### src/rtl/gpcfg_pkg.sv
`default_nettype none
// +----------------------------------------------------------------------+
// | Module      : gpcfg_pkg                                              |
// | Description : Shared AHB encodings and the gpcfg_ahb_if FSM state    |
// |               encodings.                                             |
// | Revision    : 1.0 - initial release                                  |
// +----------------------------------------------------------------------+
package gpcfg_pkg;

    // AHB transfer types
    localparam logic [1:0] c_HTRANS_IDLE   = 2'b00;
    localparam logic [1:0] c_HTRANS_BUSY   = 2'b01;
    localparam logic [1:0] c_HTRANS_NONSEQ = 2'b10;
    localparam logic [1:0] c_HTRANS_SEQ    = 2'b11;

    // AHB transfer sizes supported by the register bus
    localparam logic [2:0] c_HSIZE_BYTE = 3'd0;
    localparam logic [2:0] c_HSIZE_HALF = 3'd1;
    localparam logic [2:0] c_HSIZE_WORD = 3'd2;

    // Bus front-end FSM encodings
    localparam int         c_ST_W     = 3;
    localparam logic [2:0] c_ST_IDLE  = 3'd0;
    localparam logic [2:0] c_ST_WDATA = 3'd1;
    localparam logic [2:0] c_ST_RDATA = 3'd2;
    localparam logic [2:0] c_ST_RWAIT = 3'd3;
    localparam logic [2:0] c_ST_ERR1  = 3'd4;
    localparam logic [2:0] c_ST_ERR2  = 3'd5;

endpackage : gpcfg_pkg
`default_nettype wire

### src/rtl/gpcfg_ahb_if_if.sv
`default_nettype none
// +----------------------------------------------------------------------+
// | Module      : gpcfg_ahb_if_if                                        |
// | Description : AHB-Lite slave-slot signal bundle for the gpcfg bus    |
// |               front end, with master and slave views.                |
// | Revision    : 1.0 - initial release                                  |
// +----------------------------------------------------------------------+
interface gpcfg_ahb_if_if;

    logic        hsel;
    logic [31:0] haddr;
    logic [1:0]  htrans;
    logic        hwrite;
    logic [2:0]  hsize;
    logic [31:0] hwdata;
    logic        hready;
    logic        hreadyout;
    logic        hresp;
    logic [31:0] hrdata;

    // Interconnect / master side: drives request and the bus-wide HREADY
    modport master (
        output hsel, haddr, htrans, hwrite, hsize, hwdata, hready,
        input  hreadyout, hresp, hrdata
    );

    // Slave side: the gpcfg front end
    modport slave (
        input  hsel, haddr, htrans, hwrite, hsize, hwdata, hready,
        output hreadyout, hresp, hrdata
    );

endinterface : gpcfg_ahb_if_if
`default_nettype wire

### src/rtl/gpcfg_ahb_bytedec.sv
`default_nettype none
// +----------------------------------------------------------------------+
// | Module      : gpcfg_ahb_bytedec                                      |
// | Description : Maps HSIZE and the low address bits onto register byte |
// |               lanes and flags unaligned or unsupported sizes.        |
// | Revision    : 1.0 - initial release                                  |
// +----------------------------------------------------------------------+
module gpcfg_ahb_bytedec
    import gpcfg_pkg::*;
(
    input  logic [2:0] i_hsize,
    input  logic [1:0] i_addr_lo,
    output logic [3:0] o_byte_en,
    output logic       o_misalign
);

    // Lane decode; sizes above a word are never legal on this bus
    always_comb begin
        o_byte_en  = 4'b0000;
        o_misalign = 1'b0;
        case (i_hsize)
            c_HSIZE_BYTE: begin
                o_byte_en = 4'b0001 << i_addr_lo;
            end
            c_HSIZE_HALF: begin
                o_byte_en  = i_addr_lo[1] ? 4'b1100 : 4'b0011;
                o_misalign = i_addr_lo[0];
            end
            c_HSIZE_WORD: begin
                o_byte_en  = 4'b1111;
                o_misalign = (i_addr_lo != 2'b00);
            end
            default: begin
                o_misalign = 1'b1;
            end
        endcase
    end

endmodule : gpcfg_ahb_bytedec
`default_nettype wire

### src/rtl/gpcfg_ahb_if.sv
`default_nettype none
// +----------------------------------------------------------------------+
// | Module      : gpcfg_ahb_if                                           |
// | Description : AHB-Lite slave front end for the gpcfg register bus.   |
// |               Latches the address phase, strobes register writes /   |
// |               reads in the data phase and returns ERROR for illegal  |
// |               accesses.                                              |
// | Revision    : 1.0 - initial release                                  |
// +----------------------------------------------------------------------+
module gpcfg_ahb_if
    import gpcfg_pkg::*;
#(
    parameter bit          RD_WAIT    = 1'b0,
    parameter logic [15:0] ADDR_LIMIT = 16'h0100
)
(
    input  logic                  hclk,
    input  logic                  hresetn,
    gpcfg_ahb_if_if.slave         ahb,
    output logic                  wr_en,
    output logic                  rd_en,
    output logic [3:0]            byte_en,
    output logic [31:0]           wr_addr,
    output logic [31:0]           rd_addr,
    output logic [31:0]           wdata,
    input  logic [31:0]           rdata
);

    logic [c_ST_W-1:0] r_state;
    logic [c_ST_W-1:0] w_nxt_state;
    logic              r_wr_en;
    logic              r_rd_en;
    logic [3:0]        r_byte_en;
    logic [31:0]       r_wr_addr;
    logic [31:0]       r_rd_addr;
    logic              r_hreadyout;
    logic              r_hresp;

    logic [3:0]        w_byte_en;
    logic              w_misalign;
    logic              w_accept;
    logic              w_take;
    logic              w_illegal;

    gpcfg_ahb_bytedec u_bytedec (
        .i_hsize    (ahb.hsize),
        .i_addr_lo  (ahb.haddr[1:0]),
        .o_byte_en  (w_byte_en),
        .o_misalign (w_misalign)
    );

    assign w_accept  = ahb.hsel & ahb.hready &
                       ((ahb.htrans == c_HTRANS_NONSEQ) | (ahb.htrans == c_HTRANS_SEQ));
    // Stalled states own the bus; any accept seen there is not ours to take
    assign w_take    = w_accept & r_hreadyout;
    assign w_illegal = w_misalign | (ahb.haddr[15:0] >= ADDR_LIMIT);

    // Next state: the wait/error first halves always advance, every other state follows the new address phase
    always_comb begin
        w_nxt_state = c_ST_IDLE;
        case (r_state)
            c_ST_RWAIT: w_nxt_state = c_ST_RDATA;
            c_ST_ERR1:  w_nxt_state = c_ST_ERR2;
            default: begin
                if (w_take) begin
                    if (w_illegal)
                        w_nxt_state = c_ST_ERR1;
                    else if (ahb.hwrite)
                        w_nxt_state = c_ST_WDATA;
                    else
                        w_nxt_state = RD_WAIT ? c_ST_RWAIT : c_ST_RDATA;
                end
            end
        endcase
    end

    // State register plus all bus outputs registered from the next state
    always_ff @(posedge hclk or negedge hresetn) begin
        if (!hresetn) begin
            r_state     <= c_ST_IDLE;
            r_wr_en     <= 1'b0;
            r_rd_en     <= 1'b0;
            r_byte_en   <= 4'b0000;
            r_wr_addr   <= 32'h0;
            r_rd_addr   <= 32'h0;
            r_hreadyout <= 1'b1;
            r_hresp     <= 1'b0;
        end else begin
            r_state     <= w_nxt_state;
            r_wr_en     <= (w_nxt_state == c_ST_WDATA);
            r_rd_en     <= (w_nxt_state == c_ST_RDATA) | (w_nxt_state == c_ST_RWAIT);
            r_hreadyout <= ~((w_nxt_state == c_ST_RWAIT) | (w_nxt_state == c_ST_ERR1));
            r_hresp     <= (w_nxt_state == c_ST_ERR1) | (w_nxt_state == c_ST_ERR2);
            // Lanes are only live for the cycle the write strobe is up
            r_byte_en   <= (w_nxt_state == c_ST_WDATA) ? w_byte_en : 4'b0000;
            if (w_nxt_state == c_ST_WDATA)
                r_wr_addr <= {ahb.haddr[31:2], 2'b00};
            if (w_take & ~w_illegal & ~ahb.hwrite)
                r_rd_addr <= {ahb.haddr[31:2], 2'b00};
        end
    end

    generate
        if (RD_WAIT) begin : g_rd_wait
            logic [31:0] r_hrdata;

            // Capture register data during the wait cycle for a clean registered return
            always_ff @(posedge hclk or negedge hresetn) begin
                if (!hresetn)
                    r_hrdata <= 32'h0;
                else if (r_state == c_ST_RWAIT)
                    r_hrdata <= rdata;
            end

            assign ahb.hrdata = r_hrdata;
        end else begin : g_rd_nowait
            assign ahb.hrdata = r_rd_en ? rdata : 32'h0;
        end
    endgenerate

    assign ahb.hreadyout = r_hreadyout;
    assign ahb.hresp     = r_hresp;
    assign wr_en         = r_wr_en;
    assign rd_en         = r_rd_en;
    assign byte_en       = r_byte_en;
    assign wr_addr       = r_wr_addr;
    assign rd_addr       = r_rd_addr;
    assign wdata         = r_wr_en ? ahb.hwdata : 32'h0;

endmodule : gpcfg_ahb_if
`default_nettype wire

### src/flat_wrapper.sv
// flat-port wrapper written by rule: the top's interface ports become plain ports
module gpcfg_ahb_if_flat import gpcfg_pkg::*;
#(
    parameter bit          RD_WAIT    = 1'b0,
    parameter logic [15:0] ADDR_LIMIT = 16'h0100
)
  (hclk, hresetn, wr_en, rd_en, byte_en, wr_addr, rd_addr, wdata, rdata, ahb_hsel, ahb_haddr, ahb_htrans, ahb_hwrite, ahb_hsize, ahb_hwdata, ahb_hready, ahb_hreadyout, ahb_hresp, ahb_hrdata);
  gpcfg_ahb_if_if ahb_i ();
  input  logic hclk;
  input  logic hresetn;
  output logic wr_en;
  output logic rd_en;
  output logic [3:0] byte_en;
  output logic [31:0] wr_addr;
  output logic [31:0] rd_addr;
  output logic [31:0] wdata;
  input  logic [31:0] rdata;
  input wire logic [$bits(ahb_i.hsel)-1:0] ahb_hsel;
  input wire logic [$bits(ahb_i.haddr)-1:0] ahb_haddr;
  input wire logic [$bits(ahb_i.htrans)-1:0] ahb_htrans;
  input wire logic [$bits(ahb_i.hwrite)-1:0] ahb_hwrite;
  input wire logic [$bits(ahb_i.hsize)-1:0] ahb_hsize;
  input wire logic [$bits(ahb_i.hwdata)-1:0] ahb_hwdata;
  input wire logic [$bits(ahb_i.hready)-1:0] ahb_hready;
  output wire logic [$bits(ahb_i.hreadyout)-1:0] ahb_hreadyout;
  output wire logic [$bits(ahb_i.hresp)-1:0] ahb_hresp;
  output wire logic [$bits(ahb_i.hrdata)-1:0] ahb_hrdata;
  assign ahb_i.hsel = ahb_hsel;
  assign ahb_i.haddr = ahb_haddr;
  assign ahb_i.htrans = ahb_htrans;
  assign ahb_i.hwrite = ahb_hwrite;
  assign ahb_i.hsize = ahb_hsize;
  assign ahb_i.hwdata = ahb_hwdata;
  assign ahb_i.hready = ahb_hready;
  assign ahb_hreadyout = ahb_i.hreadyout;
  assign ahb_hresp = ahb_i.hresp;
  assign ahb_hrdata = ahb_i.hrdata;
  gpcfg_ahb_if #(.RD_WAIT(RD_WAIT), .ADDR_LIMIT(ADDR_LIMIT)) u_core (.hclk(hclk), .hresetn(hresetn), .ahb(ahb_i), .wr_en(wr_en), .rd_en(rd_en), .byte_en(byte_en), .wr_addr(wr_addr), .rd_addr(rd_addr), .wdata(wdata), .rdata(rdata));
endmodule
### config.mk
export PLATFORM = sky130hd
export DESIGN_NAME = gpcfg_ahb_if_flat
export DESIGN_NICKNAME = d
export VERILOG_FILES = /design/src/rtl/gpcfg_pkg.sv /design/src/rtl/gpcfg_ahb_if_if.sv /design/src/rtl/gpcfg_ahb_bytedec.sv /design/src/rtl/gpcfg_ahb_if.sv /design/src/flat_wrapper.sv
export SDC_FILE = /design/constraint.sdc
export NUM_CORES = 1
export LEC_CHECK = 0
export ABC_AREA = 1
export CORE_AREA = 2 2 93 95
export DETAILED_ROUTE_END_ITERATION = 10
export DIE_AREA = 0 0 95 97
export DONT_BUFFER_PORTS = 1
export MAX_ROUTING_LAYER = met4
export PLACE_DENSITY = 0.65
export SLEW_MARGIN = 20
export SYNTH_ARGS = -nofsm -noshare
export SYNTH_HDL_FRONTEND = slang
export SYNTH_SLANG_ARGS = --single-unit
### constraint.sdc
create_clock -name hclk -period 1.81 [get_ports hclk]
set_clock_uncertainty 0.15 [all_clocks]
set_input_delay 0.181 -clock hclk [delete_from_list [all_inputs] [get_ports hclk]]
set_output_delay 0.181 -clock hclk [all_outputs]
set_load 0.005 [all_outputs]
# Word level (Yosys, flattened, before mapping)
# Cells that the tools add are included.
dict set report word_totals {
  out_inout_bits 136
  wordCells 46
  regBits 71
  in_bits 106
}
dict set report op_classes {
  mux 10
  eq_ne 11
  order_cmp 1
  shift 1
  n_reduce_logical 2
  bitwise 13
}
# op count
set ops {}
lappend ops {{32-bit two-way mux} 2}
lappend ops {{16-bit by 9-bit >= comparator with 1-bit output, second input constant} 1}
lappend ops {{3-bit by 2-bit == test with 1-bit output, second input constant} 4}
lappend ops {{4-bit case mux with 3 select lines} 1}
lappend ops {{3-bit == test, second input constant} 3}
lappend ops {{4-bit two-way mux} 2}
lappend ops {{3-bit by 1-bit == test with 1-bit output, second input constant} 2}
lappend ops {{3-bit two-way mux} 2}
lappend ops {{3-bit case mux with 2 select lines} 1}
lappend ops {{1-bit AND} 5}
lappend ops {{1-bit bitwise OR} 5}
lappend ops {{2-bit == test, second input constant} 2}
lappend ops {{1-bit by 2-bit << shifter with 4-bit output, first input constant} 1}
lappend ops {{3-bit zero test} 1}
lappend ops {{1-bit inverter} 3}
lappend ops {{1-bit case mux with 3 select lines} 1}
lappend ops {{2-bit two-way mux} 1}
lappend ops {{2-bit nonzero test} 1}

# Depth between registers and ports, before layout
# Gate-level depths: netlist of the first run.
dict set report logic_depth {
  word_depth 9
  depth_mapped 11
  ltp_nobuf 10
}

# Cells and area by module
# Synthesis of the first run repeated with hierarchy kept, for this count alone.
dict set report unflattened {
  cells_unflattened 454
  area_unflattened_um2 3457.1
}
# mod n_inst cells_each seq_area_each_um2 area_per_inst_um2
set modules_own_cells {}
lappend modules_own_cells {gpcfg_ahb_if 1 428 1778.0 3339.5}
lappend modules_own_cells {gpcfg_ahb_bytedec 1 26 0.0 117.6}

# Least setup slack after synthesis of the first run
# No wires, ideal clock.
dict set report synth_path {
  path_type {register -> register}
  start {register u_core.r_hreadyout (netlist: u_core.ahb.hreadyout)}
  end {register u_core.r_wr_addr[3] (netlist: u_core.wr_addr[3])}
  required_ns 1.542
  period_less_slack_ns 1.621
  path_stages_with_launch 9
  n_path_buf 1
  slack_ns 0.189
  setup_ns 0.118
  arrival_time_ns 1.353
  path_cell_list {dfstp_2 -> nand2_1 -> nor2_1 -> nand4_1 -> nand2_2 -> nand3_4 -> buf_6 -> nand2_1 -> nand2_1}
}
dict set report synth_between {
  elab_chain_cells 4
}
# element line_no
set synth_rtl {}
lappend synth_rtl {{start, declared} gpcfg_ahb_if.sv:36} ;# logic r_hreadyout;
lappend synth_rtl {{start signal, assigned} gpcfg_ahb_if.sv:92} ;# r_hreadyout <= ~((w_nxt_state == c_ST_RWAIT) | (w_nxt_state == c_ST_ERR1));
lappend synth_rtl {{1-bit AND} gpcfg_ahb_if.sv:55} ;# assign w_take = w_accept & r_hreadyout;
lappend synth_rtl {{3-bit two-way mux} gpcfg_ahb_if.sv:65} ;# if (w_take) begin
lappend synth_rtl {{3-bit case mux with 2 select lines} gpcfg_ahb_if.sv:61} ;# case (r_state)
lappend synth_rtl {{3-bit by 1-bit == test with 1-bit output} gpcfg_ahb_if.sv:96} ;# if (w_nxt_state == c_ST_WDATA)
lappend synth_rtl {{end signal, assigned} gpcfg_ahb_if.sv:97} ;# r_wr_addr <= {ahb.haddr[31:2], 2'b00};
lappend synth_rtl {{end, declared} gpcfg_ahb_if.sv:34} ;# logic [31:0] r_wr_addr;
# Every way passes these cells.
# A chain may end at the register's enable or synchronous reset.

# Final worst setup path of the first run
dict set report layout_path {
  start {input ahb_hsize[0]}
  end {register u_core.r_byte_en[3] (netlist: u_core.byte_en[3])}
}
dict set report layout_between {
  elab_chain_cells 8
  elab_cells_between_ends 11
  cone_classes {eq/ne (3); mux (6); bitwise (1); reduce/logical (1)}
}
# element line_no
set layout_rtl {}
lappend layout_rtl {{start, declared} flat_wrapper.sv:22} ;# input wire logic [$bits(ahb_i.hsize)-1:0] ahb_hsize;
lappend layout_rtl {{3-bit by 2-bit == test with 1-bit output (tied with other cells)} gpcfg_ahb_bytedec.sv:21} ;# case (i_hsize)
lappend layout_rtl {{1-bit case mux with 3 select lines} gpcfg_ahb_bytedec.sv:21}
lappend layout_rtl {{1-bit bitwise OR} gpcfg_ahb_if.sv:56} ;# assign w_illegal = w_misalign | (ahb.haddr[15:0] >= ADDR_LIMIT);
lappend layout_rtl {{3-bit two-way mux} gpcfg_ahb_if.sv:66} ;# if (w_illegal)
lappend layout_rtl {{3-bit two-way mux} gpcfg_ahb_if.sv:65}
lappend layout_rtl {{3-bit case mux with 2 select lines} gpcfg_ahb_if.sv:61}
lappend layout_rtl {{3-bit by 1-bit == test with 1-bit output} gpcfg_ahb_if.sv:95} ;# r_byte_en <= (w_nxt_state == c_ST_WDATA) ? w_byte_en : 4'b0000;
lappend layout_rtl {{4-bit two-way mux (*)} gpcfg_ahb_if.sv:95}
lappend layout_rtl {{end signal, assigned} gpcfg_ahb_if.sv:95}
lappend layout_rtl {{end, declared} gpcfg_ahb_if.sv:33} ;# logic [3:0] r_byte_en;
# Mark *: on every way between the ends. The rest lies on a longest branch, timed or not.

==> run summary, run 1 <==
After detailed routing, the total wire length is 11.58 mm. The cell leakage power was 2.619 nW; the site row count was 33. The flow ran to the end, but the final reports show violations. Sorting the synthesized cells by area gives the leading types as dfrtp_1, nand2_1, inv_1.

The tools report the number of global-route vias before repair as 2803. Summed over all instances, the cell type with the most area after synthesis is dfrtp_1. Once detailed placement completed, the half-perimeter wirelength came to 9.204 mm. Entering global routing, the biggest net connects 72 pins. The data required time at the worst endpoint came out at 1.93 ns. The first global-routing pass estimated 17.08 mm of wire. In this run the count of I/O pins placed on the die edge is 242. After detailed routing, the average wire length per cell comes to 19.59 um.

The met2 capacity usage during global routing is 40.15%, and the area share of the leading cell type in the synthesized netlist is 51.70%. The die covers 0.009215 mm2. The proportion of layout cells with a drive suffix above 1 came out at 8.282%. The logs give 591 for the final non-filler cell total and 2 for the initial antenna violation count. The critical path class was input pin to flip-flop. Count of final hold-check violations: 71.

After layout, the worst path uses 102.4% of the clock period. For the worst-skew pair, the clock arrives at the later sink with an insertion delay of 0.33 ns. The H-tree was split into 3 levels. The count of placed standard cells including taps was 543. For this run, the register share of the synthesized area comes to 52.47%.

The tools report the overall global routing resource usage as 25.97%. The final layout contains 585 nets. The global placement routability congestion is 1.002, and the detailed-router iteration count before antenna repair is 6. Die span in x: 95 um. For the remaining routing DRC violations, the log shows 0.

Number of buffers on the longest clock path: 2. The worst-case IR drop observed on VDD is 622.5 uV. Total number of yosys warnings: 0. The area of the mapped netlist was 0.003388 mm2; the buffers inserted during post-CTS setup optimization was 0. STA classifies the critical path startpoint as an input pin. The via count was 2948. The class of the worst hold path is input pin to asynchronous set/reset pin. The total number of clock tree sinks came out at 71. The count of nets left with antenna violations once routing finished came out at 0.

The fmax is 0.5395 GHz, and the vertical die dimension is 97 um. The synthesized design contains 71 register bits. The number of port buffers came out at 0. Final max-slew violation count: 0. For the met3 capacity usage during global routing, the log shows 6.308%. The tree is rooted in a clkbuf_8. The number of vias per cell after detailed routing works out to 4.988.

The global-route met1 utilization is 34.67%, and the power per standard cell area is 1168 mW/mm2. For the number of maximum-capacitance constraint violations, the log shows 0. The count of final setup violators is 3, and the instance count of the mapped netlist is 446. STA puts the critical path data arrival time at 1.98 ns. The worst path in the final design needs a cycle of 1.854 ns, including I/O delays and setup. Once the floorplan was initialized, standard cells occupied 41.66% of the core. For the final-layout setup total negative slack, the log shows -0.1061 ns.

Setup repair after global routing left no endpoint under its margin. The worst setup path is captured at a flip-flop. The clock-pin slew on the worst setup and hold paths is 0.08 ns. TritonCTS built the clock tree.

The worst-path maximum fanout works out to 5. The final reports fail on negative hold slack, negative setup slack. The core region is 0.008134 mm2. The detailed router finished its first iteration with 346 violations.

The layer with the highest usage after global routing is met2. The CTS buffer count came out at 9. Hold-fix buffer count after cts: 30. Summed over all layers, the global routing overflow is 0. The tools report the worst slack on hold paths as -0.6217 ns. A synthesized cell averages 7.597 um2. The number of distinct library cells after synthesis is 24, and the area overhead of the layout relative to synthesis is 19.28%. The tools report the final critical-path setup slack as -0.04357 ns.
==> worst max-delay path: stages <==
cell and delay [ns]:
dlygate4sd3_1 0.57, nor3_1 0.39, a31oi_1 0.15, dlygate4sd3_1 0.58, nor2_1 0.10
==> placed cells by master (no fill, tap or decap) <==
master / instances
dfrtp_2: 1
nor2_2: 3
nand2_2: 1
dlygate4sd3_1: 28
a31oi_1: 4
a21oi_4: 1
nand2_1: 156
buf_4: 12
nor3_1: 2
nand3_4: 1
nand4_1: 24
nand3_2: 1
clkinvlp_4: 2
nor3_2: 1
nor2_1: 10
clkbuf_8: 9
buf_12: 1
nand3_1: 3
inv_1: 112
diode_2: 3
clkinv_4: 1
a21oi_1: 3
clkbuf_1: 1
nand4_2: 1
dlymetal6s4s_1: 2
conb_1: 4
dfrtp_1: 69
dfstp_2: 1
bufinv_16: 2
o21ai_0: 24
inv_2: 2
clkinv_1: 1
==> cell usage after synthesis (all sizes together) <==
master  number
nand2      157
inv        114
dfrtp       70
nand4       25
o21ai       24
clkbuf      13
nor2        13
buf         11
nand3        5
a21oi        4
a31oi        4
nor3         3
clkinv       1
conb         1
dfstp        1
==> power breakdown <==
part / total (mW) / leakage [nW] / internal, mW / switching [mW]
Clock: 1.37 / 0.0986 / 0.771 / 0.595
Sequential: 2.12 / 0.948 / 1.88 / 0.245
Combinational: 1.23 / 1.57 / 0.416 / 0.814
Total: 4.72 / 2.62 / 3.07 / 1.65
==> flip-flops by register name (all words and copies together), names as in the netlist <==
register / cells
u_core.wr_en: 1
u_core.rd_addr: 30
u_core.ahb.hreadyout: 1
u_core.r_state: 3
u_core.byte_en: 4
u_core.rd_en: 1
u_core.ahb.hresp: 1
u_core.wr_addr: 30
==> cell families after synthesis <==
family,Yosys count,share of synthesized area (%)
other cells,1,0.1107
flops,71,52.47
compound gates,32,5.207
simple gates,203,25.55
buf+inv,139,16.65
==> cell type report <==
cell class	count	area [um2]
Antenna cell	3	7.507
Clock buffer	10	127.6
Clock inverter	5	83.83
Fill cell	784	4093
Inverter	115	431.7
Multi-Input combinational cell	239	1065
Sequential cell	71	1779
Tap cell	105	131.4
Timing Repair Buffer	43	415.4
==> through the flow <==
step / util (%) / setup slack (ns) / area [um2] / power (mW)
CTS: 49.42 / 0.04081 / 4020 / 4.771
detailed placement: 43.13 / 0.1020 / 3508 / 3.327
finish: 49.68 / -0.04357 / 4041 / 4.722
global placement: 43.13 / 0.1376 / 3508 / 3.293
floorplan: - / 0.1890 / 3400 / 2.955
global route: 49.65 / 0.006593 / 4039 / 5.033
==> final timing paths <==
path	from	endpoint	slack (ns)	cells past startpoint
min in group hclk	ahb_hsize[1]	u_core.ahb.hreadyout$_DFF_PN1_	0.01	3
hold / removal	hresetn	u_core.wr_addr[6]$_DFFE_PN0N_	-0.62	0
setup reg to reg	u_core.ahb.hreadyout$_DFF_PN1_	u_core.wr_addr[2]$_DFFE_PN0N_	0.13	8
hold reg to reg	u_core.wr_addr[9]$_DFFE_PN0N_	u_core.wr_addr[9]$_DFFE_PN0N_	0.35	2
setup / recovery	ahb_hsize[0]	u_core.byte_en[3]$_DFF_PN0_	-0.04	5
max in group asynchronous	hresetn	u_core.ahb.hreadyout$_DFF_PN1_	1.93	0
==> timing repair <==
item                       in CTS  in global routing
setup endpoints to repair       0                 31
resized for setup               0                  6
hold endpoints to repair      120                 71
==> layer usage <==
metal | vias up | routed length, um
li1 | 1371 | -
met1 | 1381 | 4687
met2 | 180 | 5450
met3 | 16 | 1282
met4 | 0 | 160
met5 | - | 0
No activity file was read; power rests on OpenSTA's default activity.
==> run 2: changes to the inputs <==
==> constraint.sdc (replaced) <==
create_clock -name hclk -period 1.81 [get_ports hclk]
set_clock_uncertainty 0.15 [all_clocks]
set_input_delay 0.2715 -clock hclk [delete_from_list [all_inputs] [get_ports hclk]]
set_output_delay 0.2715 -clock hclk [all_outputs]
set_load 0.005 [all_outputs]
==> run 2 against run 1 <==
Net effect:
- the flow finishes with violations (negative hold slack)
- register-to-register slack got worse by 0.03 ns
- count of clock-buffer cells in the layout did not move
- setup slack better by 0.14 ns
- die area did not move
- via count grew 1.5%
- first-iteration DRC count decreased by 7.8%
- flip-flop and latch count unchanged
- non-clock buffer count fell by 5
- total power rose by 1.0%
- critical path depth rose by 2
- final area decreased by 1.0%
- critical path type is now flip-flop to flip-flop
- largest cell class unchanged
- highest routed layer unchanged
==> run summary, run 2 (synthesis gave the netlist of run 1 again) <==
The run finished, with violations left. The final reports fail on negative hold slack. The first global-routing pass estimated 16.99 mm of wire. Measured along the y axis, the die boundary spans 97 um. The number of filler cells placed in the layout is 812. For this design, the CTS-stage hold fixing added 24 buffers. Leaving out fill and tap cells, the most frequent cell in the layout is nand2_1. STA classifies the critical path startpoint as a flip-flop. Wire segments on met2 add up to 5.549 mm in the final route.

Count of placed standard cells including taps: 544. The path class of the tightest hold or removal check is input pin to asynchronous set/reset pin. At the worst endpoint, the arrival time is 1.78 ns.

The logs give 0.008134 mm2 for the core area and 29.7% for the clock share of power. The logs give 9.185 mm for the post-detailed-placement half-perimeter wirelength and 1.089 mm for the wire length on met3. The buffers inserted during post-CTS setup optimization is 0. Routability-driven placement finished with a final weighted congestion of 1.000.

The tools report the largest net degree at the start of global routing as 72. The tools report the type of element capturing the critical path as a flip-flop. The clock-pin slew on the worst setup and hold paths works out to 0.08 ns. TritonCTS built the clock tree. The number of buffers on the longest clock path was 2; the peak supply drop was 668.9 uV. The remaining routing DRC violations was 0.

Site row count: 33. The switching share of power is 35.06%, and the placed cell area is 0.003516 mm2. For this configuration, the core starts out at a cell density of 41.66%. Cells with a size suffix above 1 make up 8.368% of the layout. Once layout is complete, the cells apart from fillers number 586. Worst-path maximum fanout: 24. The run gives 44.5% as the sequential share of power. For this design the total switching power over the nets is 1.672 mW. The root cell of the clock tree is clkbuf_8. The number of global-route vias before repair is 2856, and the total number of clock tree sinks is 71. The top cell types in the final layout, fill and taps aside, are nand2_1, inv_1, dfrtp_1. The logs give 3 for the initial antenna violation count and 0 for the count of final setup violators. The highest layer touched by signal routing is met4.

After global routing the overflow that remains totals 0. The tool flagged a number of max-cap violations equal to 0. The tools report the total routed wirelength as 11.62 mm. Combinational cells account for 25.8% of the total power.

Subtracting the final worst setup slack from the clock period gives 1.709 ns. Cell internal power was estimated by the tool at 3.097 mW. In the final design database the tool counted 580 nets.

For the detailed-routing wirelength on met1, the log shows 4.801 mm. The area growth from synthesis to layout is 18.06%. After detailed routing, the number of vias per cell comes to 5.106.

In this run the number of H-tree levels came out at 3. After the first detailed-routing iteration, the DRC count stood at 319. The tools report the final max-slew violation count as 0. The worst setup path is of the flip-flop to flip-flop kind. Summing over every cut layer, the via total after detailed routing is 2992. During I/O placement, the number of pins put on the boundary was 242.

The final non-filler cell area is 0.004000 mm2, and the cell leakage power is 2.598 nW. The data required time at the worst endpoint came out at 1.88 ns. The final critical-path share of the clock period came out at 94.42%. The count of final hold-check violations is 71. The number of port buffers was 0; the routed wire length per instance was 19.83 um.

The floorplan die area came out at 0.009215 mm2. The die span in x is 95 um, and the overall global routing resource usage is 26.04%. The logs give 9 for the CTS buffer count and 5 for the detailed-router iteration count before antenna repair. Post-detailed-route count of antenna-violating nets: 0. Timing would allow up to 0.5851 GHz. The run gives -0.5454 ns as the worst slack on hold paths. The clock reaches the later pin of the worst-skew pair after 0.34 ns. Dividing total power by cell area gives a power density of 1192 mW/mm2.
## run 2: cell types whose count changed in the layout (fill, tap and decap cells not counted), moves of 2 or more
cell            before  now
dlygate4sd3_1       28   24
dlymetal6s4s_1       2    0
buf_6                0    3
buf_4               12   10
## run 2: cell type report
type	count	area, um2	area share, %
well taps	105	131.4	3.284
flip-flops and latches	71	1779	44.48
diodes	3	7.507	0.1877
inverters	115	431.7	10.79
clock buffers	10	137.6	3.441
repair buffers	38	369.1	9.227
multi-input cells	239	1062	26.56
clock inverters	5	81.33	2.033
## run 2: timing repair
action | 4_1_cts | 5_1_grt
pin swaps | 0 | 0
hold endpoints to repair | 118 | 71
gates resized for setup | 1 | 5
setup endpoints to repair | 2 | 6
gates cloned | 0 | 0
## run 2: worst paths after layout
kind	from	end	slack (ns)	cells past startpoint
min in group hclk	ahb_haddr[1]	u_core.byte_en[1]$_DFF_PN0_	0.04	3
setup / recovery	u_core.ahb.hreadyout$_DFF_PN1_	u_core.rd_addr[17]$_DFFE_PN0P_	0.10	7
max in group asynchronous	hresetn	u_core.ahb.hreadyout$_DFF_PN1_	1.85	0
setup reg to reg	u_core.ahb.hreadyout$_DFF_PN1_	u_core.rd_addr[17]$_DFFE_PN0P_	0.10	7
hold / removal	hresetn	u_core.wr_addr[18]$_DFFE_PN0N_	-0.55	0
hold reg to reg	u_core.rd_addr[10]$_DFFE_PN0P_	u_core.rd_addr[10]$_DFFE_PN0P_	0.35	2
## run 2: routing by layer
| layer | global-route usage (%) | vias up |
|---|---|---|
| li1 | - | 1365 |
| met2 | 40.48 | 180 |
| met4 | 6.689 | 0 |
| met5 | - | - |
| met1 | 33.28 | 1433 |
| met3 | 7.866 | 14 |
## run 2: per-stage QoR
stage / setup slack [ns] / power [mW] / TNS (ns) / hold slack [ns] / utilization [%]
after global routing: -0.002073 / 5.074 / -0.002073 / -0.5702 / 49.18
after CTS: 0.08491 / 4.802 / 0 / -0.5588 / 48.88
after detailed placement: 0.1269 / 3.331 / 0 / -0.1726 / 43.22
after global placement: 0.1538 / 3.294 / 0 / -0.1724 / 43.22
final: 0.1010 / 4.769 / 0 / -0.5454 / 49.18
after floorplan: 0.1890 / 2.955 / 0 / -0.1741 / -
## run 2: power groups by stage
stage	clock [mW]	sequential (mW)	combinational [mW]
final	1.42	2.12	1.23
after global routing	1.52	2.15	1.40
after CTS	1.45	2.12	1.23
after detailed placement	0	2.15	1.18
after global placement	0	2.15	1.15
after floorplan	0	2.07	0.881
## run 2: worst max-delay path: stages, from the launching register on
cell and delay (ns):
dfstp_2 0.53, nand2_1 0.08, nor2_1 0.14, buf_4 0.14, nand4_2 0.14, buf_6 0.21
nand2_1 0.08, o21ai_0 0.10
